### config.mk
export PLATFORM = sky130hd
export DESIGN_NAME = fetch_unit_flat
export DESIGN_NICKNAME = d
export VERILOG_FILES = /design/src/rtl/fetch_unit_pkg.sv /design/src/rtl/fetch_unit_if.sv /design/src/rtl/fetch_fifo.sv /design/src/rtl/fetch_unit.sv /design/src/flat_wrapper.sv
export SDC_FILE = /design/constraint.sdc
export NUM_CORES = 1
export LEC_CHECK = 0
export ABC_AREA = 1
export CAP_MARGIN = 40
export CORE_ASPECT_RATIO = 1.25
export CORE_UTILIZATION = 35
export CTS_CLUSTER_DIAMETER = 80
export DETAILED_ROUTE_END_ITERATION = 10
export GPL_ROUTABILITY_DRIVEN = 1
export GPL_TIMING_DRIVEN = 1
export PLACE_DENSITY = 0.59
export SYNTH_ARGS = -nofsm -noshare
export SYNTH_HDL_FRONTEND = slang
export SYNTH_HIERARCHICAL = 1
export SYNTH_SLANG_ARGS = --single-unit
### constraint.sdc
create_clock -name clk -period 8.7 [get_ports clk]
set_clock_uncertainty 0.15 [all_clocks]
set_input_delay 2.175 -clock clk [delete_from_list [all_inputs] [get_ports clk]]
set_output_delay 2.175 -clock clk [all_outputs]
set_load 0.01 [all_outputs]
### src/rtl/fetch_unit_pkg.sv
// ==========================================================================
// fetch_unit_pkg : shared fetch-stage types and constants
// Rev 1.0
// ==========================================================================
`default_nettype none

package fetch_unit_pkg;

  typedef enum logic [1:0] {
    FETCH        = 2'd0,
    WAIT_RESOLVE = 2'd1,
    DRAIN        = 2'd2
  } fetch_state_e;

  // ADDI x0,x0,0 with the two always-11 opcode bits stripped
  localparam logic [29:0] c_NOP_INSTR  = 30'h4;
  localparam int          c_FIFO_DEPTH = 2;

endpackage

`default_nettype wire

### src/rtl/fetch_unit_if.sv
// ==========================================================================
// fetch_unit_if : instruction-memory request/response bus
// Rev 1.0
// ==========================================================================
`default_nettype none

interface fetch_unit_if #(
  parameter int XLEN = 32
);
  logic            im_req;
  logic [XLEN-1:0] im_addr;
  logic            im_ack;
  logic [31:0]     im_rdata;

  modport master (output im_req, im_addr, input im_ack, im_rdata);
  modport slave  (input im_req, im_addr, output im_ack, im_rdata);
endinterface

`default_nettype wire

### src/rtl/fetch_fifo.sv
// ==========================================================================
// fetch_fifo : 2-entry response buffer of {pc, instr}
// Rev 1.0
// ==========================================================================
`default_nettype none

module fetch_fifo
  import fetch_unit_pkg::*;
#(
  parameter int WIDTH = 62
) (
  input  logic             clk,
  input  logic             reset_n,
  input  logic             flush,
  input  logic             push,
  input  logic             pop,
  input  logic [WIDTH-1:0] push_data,
  output logic [WIDTH-1:0] head_data,
  output logic             full,
  output logic             empty,
  output logic [1:0]       count
);

  logic [WIDTH-1:0] r_mem [c_FIFO_DEPTH];
  logic             r_wr_ptr;
  logic             r_rd_ptr;
  logic [1:0]       r_count;
  logic             w_do_push;
  logic             w_do_pop;

  assign full      = (r_count == 2'(c_FIFO_DEPTH));
  assign empty     = (r_count == 2'd0);
  assign count     = r_count;
  assign head_data = r_mem[r_rd_ptr];

  // A push into a full FIFO is only accepted when the head leaves at the same edge
  assign w_do_pop  = pop & ~empty;
  assign w_do_push = push & (~full | w_do_pop);

  always_ff @(posedge clk or negedge reset_n) begin
    if (!reset_n) begin
      r_wr_ptr <= 1'b0;
      r_rd_ptr <= 1'b0;
      r_count  <= 2'd0;
    end else if (flush) begin
      r_wr_ptr <= 1'b0;
      r_rd_ptr <= 1'b0;
      r_count  <= 2'd0;
    end else begin
      if (w_do_push) r_wr_ptr <= ~r_wr_ptr;
      if (w_do_pop)  r_rd_ptr <= ~r_rd_ptr;
      case ({w_do_push, w_do_pop})
        2'b10:   r_count <= r_count + 2'd1;
        2'b01:   r_count <= r_count - 2'd1;
        default: r_count <= r_count;
      endcase
    end
  end

  always_ff @(posedge clk) begin
    if (w_do_push && !flush) r_mem[r_wr_ptr] <= push_data;
  end

endmodule

`default_nettype wire

### src/rtl/fetch_unit.sv
// ==========================================================================
// fetch_unit : PC generation, memory bus, response FIFO and D register
// Rev 1.0
// ==========================================================================
`default_nettype none

module fetch_unit
  import fetch_unit_pkg::*;
#(
  parameter int              XLEN         = 32,
  parameter logic [XLEN-1:0] RESET_VECTOR = '0
) (
  input  logic                clk,
  input  logic                reset_n,
  fetch_unit_if.master        im,
  input  logic                stall_D,
  input  logic                stall_M,
  input  logic                jb_D,
  input  logic                resolve_E,
  input  logic                redirect_E,
  input  logic [XLEN-1:0]     target_E,
  output logic [29:0]         instr_D,
  output logic [XLEN-1:0]     pc_D,
  output logic                valid_D
);

  localparam int c_ENTRY_W = XLEN + 30;

  fetch_state_e    r_state, w_state_next;
  logic            r_req, w_req_next;
  logic [XLEN-1:0] r_pc, w_pc_next;
  logic            r_discard, w_discard_next;
  logic [XLEN-1:0] r_resume, w_resume_next;
  logic [29:0]     r_instr_d, w_instr_d_next;
  logic [XLEN-1:0] r_pc_d, w_pc_d_next;
  logic            r_valid_d, w_valid_d_next;

  logic                 w_adv, w_resp, w_keep, w_jb, w_bypass;
  logic                 w_fifo_push, w_fifo_pop, w_fifo_full, w_fifo_empty;
  logic [1:0]           w_fifo_count;
  logic [2:0]           w_occ_next;
  logic                 w_can_issue;
  logic [c_ENTRY_W-1:0] w_fifo_head;
  logic [XLEN-1:0]      w_target;
  logic                 w_unused;

  assign w_adv  = ~stall_D & ~stall_M;
  assign w_resp = r_req & im.im_ack;
  assign w_keep = w_resp & ~r_discard & (r_state == FETCH);
  assign w_jb   = (r_state == FETCH) & jb_D & w_adv;

  assign w_fifo_pop  = w_adv & ~w_fifo_empty & ~w_jb;
  assign w_bypass    = w_adv & w_fifo_empty & w_keep & ~w_jb;
  assign w_fifo_push = w_keep & ~w_bypass & ~w_jb;

  // A new request needs a guaranteed FIFO slot for its response after this edge
  assign w_occ_next  = {1'b0, w_fifo_count} + {2'b0, w_fifo_push} - {2'b0, w_fifo_pop};
  assign w_can_issue = (w_occ_next < 3'd2);

  assign w_target = redirect_E ? {target_E[XLEN-1:2], 2'b00} : r_resume;

  fetch_fifo #(
    .WIDTH (c_ENTRY_W)
  ) u_fifo (
    .clk       (clk),
    .reset_n   (reset_n),
    .flush     (w_jb),
    .push      (w_fifo_push),
    .pop       (w_fifo_pop),
    .push_data ({r_pc, im.im_rdata[31:2]}),
    .head_data (w_fifo_head),
    .full      (w_fifo_full),
    .empty     (w_fifo_empty),
    .count     (w_fifo_count)
  );

  always_comb begin
    w_state_next   = r_state;
    w_req_next     = r_req;
    w_pc_next      = r_pc;
    w_discard_next = r_discard;
    w_resume_next  = r_resume;
    case (r_state)
      FETCH: begin
        if (w_jb) begin
          w_state_next   = WAIT_RESOLVE;
          w_resume_next  = r_pc_d + XLEN'(4);
          w_discard_next = r_req & ~im.im_ack;
          w_req_next     = r_req & ~im.im_ack;
        end else if (!r_req || im.im_ack) begin
          if (w_resp) w_pc_next = r_pc + XLEN'(4);
          w_req_next = w_can_issue;
        end
      end
      WAIT_RESOLVE: begin
        if (w_resp) begin
          w_req_next     = 1'b0;
          w_discard_next = 1'b0;
        end
        if (resolve_E) begin
          if (r_req && !im.im_ack) begin
            // Address must stay put until the stale response returns
            w_state_next  = DRAIN;
            w_resume_next = w_target;
          end else begin
            w_state_next   = FETCH;
            w_pc_next      = w_target;
            w_req_next     = 1'b1;
            w_discard_next = 1'b0;
          end
        end
      end
      DRAIN: begin
        if (w_resp) begin
          w_state_next   = FETCH;
          w_pc_next      = r_resume;
          w_req_next     = 1'b1;
          w_discard_next = 1'b0;
        end
      end
      default: w_state_next = FETCH;
    endcase
  end

  always_comb begin
    w_instr_d_next = r_instr_d;
    w_pc_d_next    = r_pc_d;
    w_valid_d_next = r_valid_d;
    if (w_adv) begin
      if (w_fifo_pop) begin
        {w_pc_d_next, w_instr_d_next} = w_fifo_head;
        w_valid_d_next = 1'b1;
      end else if (w_bypass) begin
        w_pc_d_next    = r_pc;
        w_instr_d_next = im.im_rdata[31:2];
        w_valid_d_next = 1'b1;
      end else begin
        w_instr_d_next = c_NOP_INSTR;
        w_valid_d_next = 1'b0;
      end
    end
  end

  always_ff @(posedge clk or negedge reset_n) begin
    if (!reset_n) begin
      r_state   <= FETCH;
      r_req     <= 1'b0;
      r_pc      <= RESET_VECTOR;
      r_discard <= 1'b0;
      r_resume  <= '0;
      r_instr_d <= c_NOP_INSTR;
      r_pc_d    <= '0;
      r_valid_d <= 1'b0;
    end else begin
      r_state   <= w_state_next;
      r_req     <= w_req_next;
      r_pc      <= w_pc_next;
      r_discard <= w_discard_next;
      r_resume  <= w_resume_next;
      r_instr_d <= w_instr_d_next;
      r_pc_d    <= w_pc_d_next;
      r_valid_d <= w_valid_d_next;
    end
  end

  assign im.im_req  = r_req;
  assign im.im_addr = r_pc;
  assign instr_D    = r_instr_d;
  assign pc_D       = r_pc_d;
  assign valid_D    = r_valid_d;

  assign w_unused = &{1'b0, w_fifo_full, im.im_rdata[1:0], target_E[1:0]};

endmodule

`default_nettype wire

### src/flat_wrapper.sv
// flat-port wrapper written by rule: the top's interface ports become plain ports
module fetch_unit_flat import fetch_unit_pkg::*;
#(
  parameter int              XLEN         = 32,
  parameter logic [XLEN-1:0] RESET_VECTOR = '0
)
  (clk, reset_n, stall_D, stall_M, jb_D, resolve_E, redirect_E, target_E, instr_D, pc_D, valid_D, im_im_req, im_im_addr, im_im_ack, im_im_rdata);
  fetch_unit_if #(.XLEN(XLEN)) im_i ();
  input  logic clk;
  input  logic reset_n;
  input  logic stall_D;
  input  logic stall_M;
  input  logic jb_D;
  input  logic resolve_E;
  input  logic redirect_E;
  input  logic [XLEN-1:0] target_E;
  output logic [29:0] instr_D;
  output logic [XLEN-1:0] pc_D;
  output logic valid_D;
  output wire logic [$bits(im_i.im_req)-1:0] im_im_req;
  output wire logic [$bits(im_i.im_addr)-1:0] im_im_addr;
  input wire logic [$bits(im_i.im_ack)-1:0] im_im_ack;
  input wire logic [$bits(im_i.im_rdata)-1:0] im_im_rdata;
  assign im_im_req = im_i.im_req;
  assign im_im_addr = im_i.im_addr;
  assign im_i.im_ack = im_im_ack;
  assign im_i.im_rdata = im_im_rdata;
  fetch_unit #(.XLEN(XLEN), .RESET_VECTOR(RESET_VECTOR)) u_core (.clk(clk), .reset_n(reset_n), .im(im_i), .stall_D(stall_D), .stall_M(stall_M), .jb_D(jb_D), .resolve_E(resolve_E), .redirect_E(redirect_E), .target_E(target_E), .instr_D(instr_D), .pc_D(pc_D), .valid_D(valid_D));
endmodule
# Yosys cells after proc, flatten, opt, wreduce, memory -nomap -nowiden
# Memories as Yosys holds them, arrays and structs flattened.
# Index checks and enable logic that the tools add are counted.
# word_totals
ff_bits,135
ramBits,124
input_bits,72
mem_count,1
# mem_list
name,depth,width,read_ports,rd_clocked_by_memory_dff,wr,line,text
u_core.u_fifo.r_mem,2,62,1,0,1,fetch_fifo.sv:24,logic [WIDTH-1:0] r_mem [c_FIFO_DEPTH];
# classes
add_sub_neg,6
order_cmp,1
eq_ne,14
mux,43
n_bitwise,27
reduce_logical,20
# op_table
operator,count
$mux 32,12
$pmux 32 s3,1
$add 32x3->32 const B,2
$pmux 32 s2,1
$mux 30,2
$mux 1,18
$and 1x1->1,16
$mux 2,5
$ne 2x2->1 const B,5
$not 1->1,10
$reduce_bool 2->1,4
$reduce_and 7->1,1
$eq 2x2->1 const B,3
$ne 2x1->1 const B,3
$pmux 1 s3,2
$pmux 2 s3,1
$reduce_and 3->1,2
$reduce_bool 3->1,2
$eq 2x1->1 const B,2
$logic_not 2->1,2
$pmux 2 s2,1
$reduce_and 2->1,2
$reduce_and 4->1,1
$add 2x1->3,1
other kinds (9),12

# Logic depth before layout (Yosys ltp)
# Gate-level depths: netlist (run 1).
# depth
ltp_word,14
ltp_mapped,15
mapped_depth_nobuf,14

# Cells and area by module
# Netlist (run 1), hierarchy kept.
# by_module_without_submodules
mod,instances,cells_per_inst,area_each_um2,seq_area_each_um2
fetch_unit,1,1262,8289.2,3279.4
fetch_fifo,1,362,4787.1,3823.7

# Worst setup path after synthesis (run 1)
# OpenSTA, ideal clock, no wires.
# synth_path
kind,input -> register
from,input port stall_D
to,"memory u_core.u_fifo.r_mem[1][0], enable pin"
setup_ns,0.558
t_arrival_ns,7.547
t_required_ns,7.992
slack_ns,0.445
stages,6
cell_sequence,nor2_2 > nand2_1 > nor2_2 > clkbuf_1 > o21ai_2 > nor3_1
# synth_via
word_cells_on_any_way,19
# synth_rtl
item,line,text
"start, declared",flat_wrapper.sv:11,input logic stall_D;
$not 1->1 *,fetch_unit.sv:47,assign w_adv = ~stall_D & ~stall_M;
$and 1x1->1 *,fetch_unit.sv:47,
$and 1x1->1,fetch_unit.sv:50,assign w_jb = (r_state == FETCH) & jb_D & w_adv;
$not 1->1,fetch_unit.sv:52,assign w_fifo_pop = w_adv & ~w_fifo_empty & ~w_jb;
$and 1x1->1 *,fetch_unit.sv:52,
named net u_core.w_fifo_pop,fetch_unit.sv:39,"logic w_fifo_push, w_fifo_pop, w_fifo_full, w_fifo_empty;"
$and 1x1->1 *,fetch_fifo.sv:37,assign w_do_pop = pop & ~empty;
$or 1x1->1 *,fetch_fifo.sv:38,assign w_do_push = push & (~full | w_do_pop);
$and 1x1->1 *,fetch_fifo.sv:38,
$logic_and 1x1->1 *,fetch_fifo.sv:61,if (w_do_push && !flush) r_mem[r_wr_ptr] <= push_data;
$mux 1 *,fetch_fifo.sv:61,
$mux 1 (implied by the code) *,fetch_fifo.sv:61,
"end, declared",fetch_fifo.sv:24,
# The timed path passes the listed nets; every way through them passes the cells marked *.

# Worst setup path after layout (run 1)
# layout_path
from,input port stall_D
to,"register u_core.r_req, in the netlist u_core/im.im_req"
# layout_via
elab_chain_cells,14
word_cells_on_any_way,20
# layout_lines
item,line,text
$not 1->1 *,fetch_unit.sv:47,
$and 1x1->1 *,fetch_unit.sv:47,
"$and 1x1->1, on equally long branches","fetch_unit.sv:53, fetch_unit.sv:50",
$and 1x1->1 or $not 1->1 (tied branches),"fetch_unit.sv:53, fetch_unit.sv:52, fetch_unit.sv:54",
$and 1x1->1,fetch_unit.sv:53,assign w_bypass = w_adv & w_fifo_empty & w_keep & ~w_jb;
$not 1->1,fetch_unit.sv:54,assign w_fifo_push = w_keep & ~w_bypass & ~w_jb;
$and 1x1->1 (2 in series),fetch_unit.sv:54,
$add 2x1->3,fetch_unit.sv:57,"assign w_occ_next = {1'b0, w_fifo_count} + {2'b0, w_fifo_push} - {2'b0, w_fifo_pop};"
$sub 3x1->3,fetch_unit.sv:57,
$lt 3x2->1,fetch_unit.sv:58,assign w_can_issue = (w_occ_next < 3'd2);
$mux 1,fetch_unit.sv:90,end else if (!r_req || im.im_ack) begin
$mux 1,fetch_unit.sv:85,if (w_jb) begin
$pmux 1 s3,fetch_unit.sv:83,case (r_state)
"end signal, assigned",fetch_unit.sv:156,r_req <= w_req_next;
"end, declared",fetch_unit.sv:30,"logic r_req, w_req_next;"
# Every way passes the cells marked *; elsewhere a longest branch is shown, timed or not. The select of a mux whose other input is x is not followed.
# A chain may end at the register's enable or synchronous reset.

==> results of run 1 <==
-- metal layers --
| layer | global-route usage, % | wire [µm] | vias to the layer above |
|---|---|---|---|
| li1 | - | - | 5603 |
| met1 | 27.2 | 17100 | 5469 |
| met2 | 35.3 | 19500 | 385 |
| met3 | 2.55 | 2340 | 63 |
| met4 | 6.99 | 990 | 0 |
| met5 | 0 | 0 | - |
-- through the flow --
step | std cells | util (%)
floorplan | 1623 | -
global placement | 2211 | 41.5
detailed placement | 2216 | 41.7
CTS | 2268 | 44.4
global route | 2268 | 44.4
finish | 2268 | 44.4
-- where the power goes --
| group | internal [mW] | leakage (nW) | switching (mW) |
|---|---|---|---|
| registers | 1.68 | 2.80 | 0.434 |
| clock network | 0.753 | 0.477 | 0.518 |
| logic | 0.923 | 3.51 | 1.48 |
-- layout make-up --
class                   count  share of cell area [%]
repair buffers            186                    11.5
inverters                  99                    2.31
clock inverters            18                    1.27
clock buffers              34                    4.78
multi-input cells        1192                    32.6
flip-flops and latches    259                    43.8
well taps                 480                    3.70
-- flip-flops by register name, indices dropped and copies added, names as in the netlist --
signal	cells
u_core/im.im_addr	32
u_core/im.im_req	1
u_core/instr_D	30
u_core/pc_D	32
u_core/r_discard	1
u_core/r_resume	32
u_core/r_state	2
u_core/u_fifo/count	2
u_core/u_fifo/r_mem	124
u_core/u_fifo/r_rd_ptr	1
u_core/u_fifo/r_wr_ptr	1
u_core/valid_D	1
-- placed cells by master (no fill, tap or decap), types with 4 or more instances in the layout --
cell             count
nand2_2              5
bufinv_16            4
nand4_1              6
a21boi_0            15
clkinv_2             6
o21bai_1             7
edfxtp_1           124
nor3_1               5
nand2_1            567
clkbuf_16           29
inv_2                6
dfrtp_1            133
ha_1                 8
xnor2_1              4
o21ai_0             88
and2_1               4
nor2_1             172
inv_1               92
xor2_1               4
nand3_1            189
buf_4               19
a21oi_1             95
clkdlybuf4s50_1    162
o21ai_1              4
-- worst paths after layout --
| path | to | slack, ns | depth (start not counted) |
|---|---|---|---|
| max | u_core/im.im_req$_DFFE_PN0P_ | 3.19 | 13 |
| min | u_core/instr_D[9]$_DFFE_PN0N_ | 0.34 | 2 |
| max reg2reg | u_core/im.im_req$_DFFE_PN0P_ | 5.03 | 14 |
| min reg2reg | u_core/instr_D[9]$_DFFE_PN0N_ | 0.34 | 2 |
| max in group asynchronous | u_core/instr_D[2]$_DFFE_PN1N_ | 5.90 | 3 |
| min in group asynchronous | u_core/instr_D[4]$_DFFE_PN0N_ | 1.50 | 1 |
-- worst max-delay path: cells and delay by family --
family / cells / cell delay, ns
AO/OA/AOI/OAI: 4 / 0.52
adder cells (fa/ha/maj): 2 / 0.79
AND/OR/NAND/NOR: 5 / 1.23
buffers and inverters: 2 / 1.13
==> impl_metrics.toml, run 1 <==
[setup_path]
r2r_start = "u_core/r_state[1]$_DFFE_PN0P_"
arrival_ns = 5.85
max_stage_delay_ns = 0.69
cpMaxStageDelayCell = "buf_4"
crit_required_ns = 9.03
crit_type = "input port to flip-flop"
endpoint_kind = "flip-flop"
worstSetupStartpoint = "stall_D"
cp_max_fo = 68
start_kind = "input port"
crit_chain = "clkdlybuf4s50_1 -> nor2_2 -> nand2_1 -> nor2_4 -> buf_4 -> ha_1 -> nor2_1 -> fa_1 -> a21oi_1 -> o21ai_0 -> a21oi_1 -> nor2_1 -> o21ai_0"

[sta]
hold_ws_ns = 0.342
setup_viol = 0
finalCritPeriodShare_pct = 63.4
rsz0062_at_grt = "false"
hold_viol_final = 0
fmax_mhz = 181
drv_slew = 0
tns_ns = 0
min_period_ns = 5.51
setup_ws_ns = 3.19
max-slew-margin-rel_pct = 40.2
worst_pin_slew_ns = 0.894

[layout]
fin_nets = 1847
diodes = 0
drive_above_1_share_pct = 5.43
fillers = 3606
multi_input_comb_area_um2 = 5290
area.sequential_um2 = 7100
stdcell_area_um2 = 16200
syn2layout_area_growth_pct = 24.1

[global_route]
antenna_found_initial = 0
grt_usage_pct = 20.7
grt_max_degree = 72
grt_pass1_vias = 10900
grt_overflow_total = 0
grt_pass1_wl_um = 61700

[detailed_routing]
postRouteWirelength_um = 39900
drtAntennaViolNets = 0
route.detailed.wl_per_inst_um = 17.6
vias = 11500
firstDrtPassIters = 5
vias_per_cell = 5.08
route.detailed.drc = 0
drt_iter0_markers = 828

[floorplanning]
start_util_pct = 35.8
io-pin-count = 168
num_rows = 78
die_w_um = 175
dieArea_um2 = 38100
chipHeight_um = 218
core-area_um2 = 36500

[cts]
cts_setup_buffers = 0
clockBufferDepth = 3
cts_tree = "yes"
clk_latency_ns = 0.56
htreeDepth = 1
clkTransAtPathRegs_ns = 0.06
cts_inserted_buffers = 28
postCtsHoldBufs = 0
ctsResizeCount = 0
root_buffer = "clkbuf_16"
cts_sinks = 259

[placed_design]
portBuffers = 163
dp_slack_ns = 2.53
hpwl_um = 26100
place_area_um2 = 15200
gp_congestion = 0.912

[power]
p_total_mw = 5.79
leakagePower_nw = 6.79
vdd_ir_drop_max_mv = 0.208
power_density_nw_per_um2 = 357

[outcome]
outcome = "complete, no violations"

[yosys]
yosysWarnings = 6
syn_nets = 1704
synth_cells = 1623
netlist_area_um2 = 13100
avgSynthCellArea_um2 = 8.05

[worst_hold_path]
min_path_type = "flip-flop to flip-flop"
hp-start = "u_core/instr_D[9]$_DFFE_PN0N_"

[job]
maxCapViolCount = 0
Power figures use the tool's default switching activity.
==> run 2, diff against run 1 <==
Clock period 8.7 ns to 5.4 ns, I/O delays scaled along.
==> impl_metrics.toml, run 2 (same netlist as run 1, synthesis figures left out) <==
[outcome]
outcome = "complete, no violations"

[detailed_routing]
firstDrtPassIters = 5
postRouteWirelength_um = 39200
route.detailed.drc = 0
vias = 11500
vias_per_cell = 5.05
drtAntennaViolNets = 0
route.detailed.wl_per_inst_um = 17.3
drt_iter0_markers = 749

[cts]
clkTransAtPathRegs_ns = 0.06
cts_inserted_buffers = 28
ctsResizeCount = 0
root_buffer = "clkbuf_16"
clk_latency_ns = 0.56
htreeDepth = 1
cts_setup_buffers = 0
clockBufferDepth = 3
cts_sinks = 259
cts_tree = "yes"
postCtsHoldBufs = 0

[global_route]
grt_max_degree = 68
antenna_found_initial = 0
grt_pass1_vias = 11000
grt_pass1_wl_um = 61400
grt_usage_pct = 20.6
grt_overflow_total = 0

[placed_design]
gp_congestion = 0.899
place_inst = 2216
portBuffers = 163
hpwl_um = 26000

[setup_path]
path_depth = 8
endpoint_kind = "flip-flop"
crit_chain = "clkdlybuf4s50_1 -> nor2_2 -> buf_4 -> nand3_1 -> a21oi_1 -> nand2_2 -> inv_2 -> o21ai_0"
r2r_cells = 7
crit_buf_inv = 3
start_kind = "input port"
max_stage_delay_ns = 0.58
arrival_ns = 3.90
cp_max_fo = 37
crit_family = "buffers and inverters"
crit_required_ns = 5.66
cpMaxStageDelayCell = "inv_2"
crit_type = "input port to flip-flop"

[layout]
drive_above_1_share_pct = 5.09
largest-register = "u_core/u_fifo/r_mem"
fin_cells = 2268
syn2layout_area_growth_pct = 23.7
final_common_cell = "nand2_1"
diodes = 0
fin_nets = 1847
final_cell_mix = "nand2_1, nand3_1, nor2_1, clkdlybuf4s50_1, dfrtp_1"
largest_reg_flops = 124

[power]
p_total_mw = 9.20
leakagePower_nw = 6.75
vdd_ir_drop_max_mv = 0.323
power_density_nw_per_um2 = 569

[floorplanning]
dieArea_um2 = 38100
die_w_um = 175
core-area_um2 = 36500
io-pin-count = 168
num_rows = 78
start_util_pct = 35.8
chipHeight_um = 218

[sta]
finalCritPeriodShare_pct = 67.4
max-slew-margin-rel_pct = 45.5
rsz0062_at_grt = "false"
tns_ns = 0
min_period_ns = 3.64
setup_viol = 0
worst_pin_slew_ns = 0.818
drv_slew = 0
hold_viol_final = 0
fmax_mhz = 275

[worst_hold_path]
min_path_type = "flip-flop to flip-flop"
whs_path_depth = 2

[job]
maxCapViolCount = 0
run 2: layer usage:
| layer | part of all wire [%] | track usage (%) | vias up | wire length (µm) |
|---|---|---|---|---|
| met3 | 6.6 | 2.96 | 82 | 2590 |
| met5 | 0 | 0 | - | 0 |
| met2 | 48 | 34.7 | 422 | 18700 |
| met1 | 42 | 26.4 | 5336 | 16600 |
| li1 | - | - | 5610 | - |
| met4 | 3.4 | 8.61 | 0 | 1330 |
run 2: where the power goes:
group | internal [mW] | switching (mW) | total [mW]
registers | 2.71 | 0.754 | 3.46
clock network | 1.16 | 0.798 | 1.96
logic | 1.46 | 2.33 | 3.78
total | 5.32 | 3.88 | 9.20
run 2: layout make-up:
class | instances | area [µm²]
clock buffer | 42 | 793
tap | 480 | 601
multi-input combinational | 1192 | 5300
fill | 3573 | 20300
sequential | 259 | 7100
clock inverter | 10 | 144
timing repair buffer | 186 | 1860
inverter | 99 | 374
run 2: final timing paths:
kind	start	endpoint	slack [ns]
max	stall_D	u_core/r_resume[15]$_DFFE_PN0P_	1.76
min	u_core/instr_D[2]$_DFFE_PN1N_	u_core/instr_D[2]$_DFFE_PN1N_	0.34
max reg2reg	u_core/r_state[0]$_DFFE_PN0P_	u_core/r_resume[15]$_DFFE_PN0P_	2.43
min in group asynchronous	reset_n	u_core/instr_D[4]$_DFFE_PN0N_	0.65
max in group asynchronous	reset_n	u_core/im.im_addr[28]$_DFFE_PN0P_	3.42
min reg2reg	u_core/instr_D[2]$_DFFE_PN1N_	u_core/instr_D[2]$_DFFE_PN1N_	0.34
run 2: per-stage QoR:
stage	setup WS (ns)	cell area, µm²	hold slack (ns)	util, %
floorplan	0.668	13100	0.316	-
global placement	1.27	15200	0.325	41.6
detailed placement	1.21	15200	0.332	41.7
CTS	1.81	16200	0.344	44.3
global route	1.51	16200	0.359	44.3
finish	1.76	16200	0.339	44.3
run 2: tightest hold or removal path, delay by kind of cell, from the launching register on:
| family | cells | cell delay, ns |
|---|---|---|
| AO/OA/AOI/OAI | 1 | 0.07 |
| flip-flops | 1 | 0.37 |
| AND/OR/NAND/NOR | 1 | 0.05 |
==> run 3, diff against run 2 <==
Clock period 5.4 ns to 3.68 ns, I/O delays scaled along.
==> impl_metrics.toml, run 3 (same netlist as run 1, synthesis figures left out) <==
[outcome]
outcome = "complete, no violations"

[layout]
stdcell_area_um2 = 16200
syn2layout_area_growth_pct = 24.1
diodes = 0
fillers = 3610
final_common_cell = "nand2_1"
final_cell_mix = "nand2_1, nand3_1, nor2_1, clkdlybuf4s50_1, dfrtp_1"
postLayoutCoreUtil_pct = 44.4
drive_above_1_share_pct = 5.41
fin_nets = 1853
largest-register = "u_core/u_fifo/r_mem"
area.sequential_um2 = 7100
multi_input_comb_area_um2 = 5320
largest_reg_flops = 124

[cts]
cts_sinks = 259
cts_inserted_buffers = 28
ctsResizeCount = 0
clkTransAtPathRegs_ns = 0.06
cts_tree = "yes"
clockBufferDepth = 3
root_buffer = "clkbuf_16"
cts_setup_buffers = 0
htreeDepth = 1
postCtsHoldBufs = 0
clk_latency_ns = 0.55

[global_route]
grt_usage_pct = 20.7
met1_usage_pct = 27.6
grt_pass1_wl_um = 61900
grt_max_degree = 67
gr-usage-met2_pct = 34.7
grt.met3_usage_pct = 2.46
grt_pass1_vias = 11000
top_usage_layer = "met2"
grt_overflow_total = 0
antenna_found_initial = 0

[sta]
hold_viol_final = 0
finalCritPeriodShare_pct = 80.1
worst_pin_slew_ns = 0.756
max-slew-margin-rel_pct = 49.6
setup_viol = 0
drv_slew = 0
rsz0062_at_grt = "false"
min_period_ns = 2.95
fmax_mhz = 339

[placed_design]
place_area_um2 = 15300
gp_congestion = 0.879
hpwl_um = 26600
portBuffers = 163

[power]
vdd_ir_drop_max_mv = 0.402
leakagePower_nw = 6.77
power_density_nw_per_um2 = 831

[setup_path]
worstSetupStartpoint = "stall_M"
crit_chain = "clkdlybuf4s50_1 -> nor2_4 -> nand2_4 -> nor2_4 -> buf_4 -> o21ai_4 -> nor3_4 -> buf_12"
r2r_slack_ns = 0.83
arrival_ns = 3.04
r2r_start = "u_core/r_state[0]$_DFFE_PN0P_"
cpMaxStageDelayCell = "clkdlybuf4s50_1"
crit_required_ns = 3.77
endpoint_kind = "flip-flop"
cp_common_cell = "nor2_4"
max_stage_delay_ns = 0.46
r2r_cells = 9
crit_type = "input port to flip-flop"
r2r-end = "u_core/u_fifo/r_mem[1][60]$_DFFE_PP_"
crit_end = "u_core/u_fifo/r_mem[1][60]$_DFFE_PP_"
cp_max_fo = 39
start_kind = "input port"

[detailed_routing]
vias_per_cell = 5.06
postRouteWirelength_um = 39300
vias = 11500
route.detailed.drc = 0
route.detailed.wl_per_inst_um = 17.3
drtAntennaViolNets = 0
drt_iter0_markers = 896
firstDrtPassIters = 5

[floorplanning]
die_w_um = 175
core-area_um2 = 36500
chipHeight_um = 218
dieArea_um2 = 38100
num_rows = 78
io-pin-count = 168
start_util_pct = 35.8

[worst_hold_path]
min_path_type = "input port to asynchronous set/reset pin"

[job]
maxCapViolCount = 0
## run 3: changes by cell type in the layout (fill, tap and decap cells not counted), moves of 3 or more
| cell | before | now |
|---|---|---|
| clkbuf_1 | 10 | 6 |
| clkinv_1 | 0 | 4 |
| buf_4 | 19 | 24 |
| clkbuf_8 | 4 | 1 |
| buf_12 | 2 | 5 |
## run 3: final cells by class
class / count / area share [%]
multi-input combinational: 1192 / 32.8
sequential: 259 / 43.8
clock buffer: 35 / 4.54
tap: 480 / 3.70
timing repair buffer: 192 / 11.8
inverter: 99 / 2.31
clock inverter: 16 / 1.08
## run 3: how the worst min path moves through the flow
stage | slack (ns) | to | start | depth (start not counted)
floorplan | 0.32 | u_core/r_resume[20]$_DFFE_PN0P_ | u_core/r_resume[20]$_DFFE_PN0P_ | 2
global placement | 0.32 | u_core/valid_D$_DFFE_PN0N_ | u_core/valid_D$_DFFE_PN0N_ | 2
detailed placement | 0.32 | u_core/valid_D$_DFFE_PN0N_ | u_core/valid_D$_DFFE_PN0N_ | 2
CTS | 0.26 | u_core/instr_D[0]$_DFFE_PN0N_ | reset_n | 1
global route | 0.28 | u_core/instr_D[0]$_DFFE_PN0N_ | reset_n | 1
finish | 0.22 | u_core/instr_D[0]$_DFFE_PN0N_ | reset_n | 1
## run 3: per-layer routing
layer	wire, µm	vias up
met3	2270	73
met4	1250	0
met1	16900	5415
met5	0	-
met2	18900	394
li1	-	5617
## run 3: power breakdown
part / switching, mW / internal [mW]
Clock: 1.18 / 1.63
Combinational: 3.50 / 2.17
Sequential: 1.02 / 3.98
Total: 5.70 / 7.78
## run 3: critical path, delay by kind of cell
kind | cells | cell delay, ns
buffers and inverters | 3 | 1.19
and+or+nand+nor | 4 | 0.76
AOI/OAI and AO/OA | 1 | 0.14
## run 3: metrics by stage
step | setup WS, ns | cells | power (mW) | TNS, ns | hold slack [ns]
after detailed placement | 0.156 | 2222 | 10.7 | 0 | 0.318
after global routing | 0.544 | 2273 | 14.4 | 0 | 0.276
after floorplan | -0.0695 | 1623 | 8.21 | -4.31 | 0.316
after global placement | 0.171 | 2222 | 10.6 | 0 | 0.316
final | 0.732 | 2273 | 13.5 | 0 | 0.224
after CTS | 0.724 | 2273 | 13.5 | 0 | 0.257
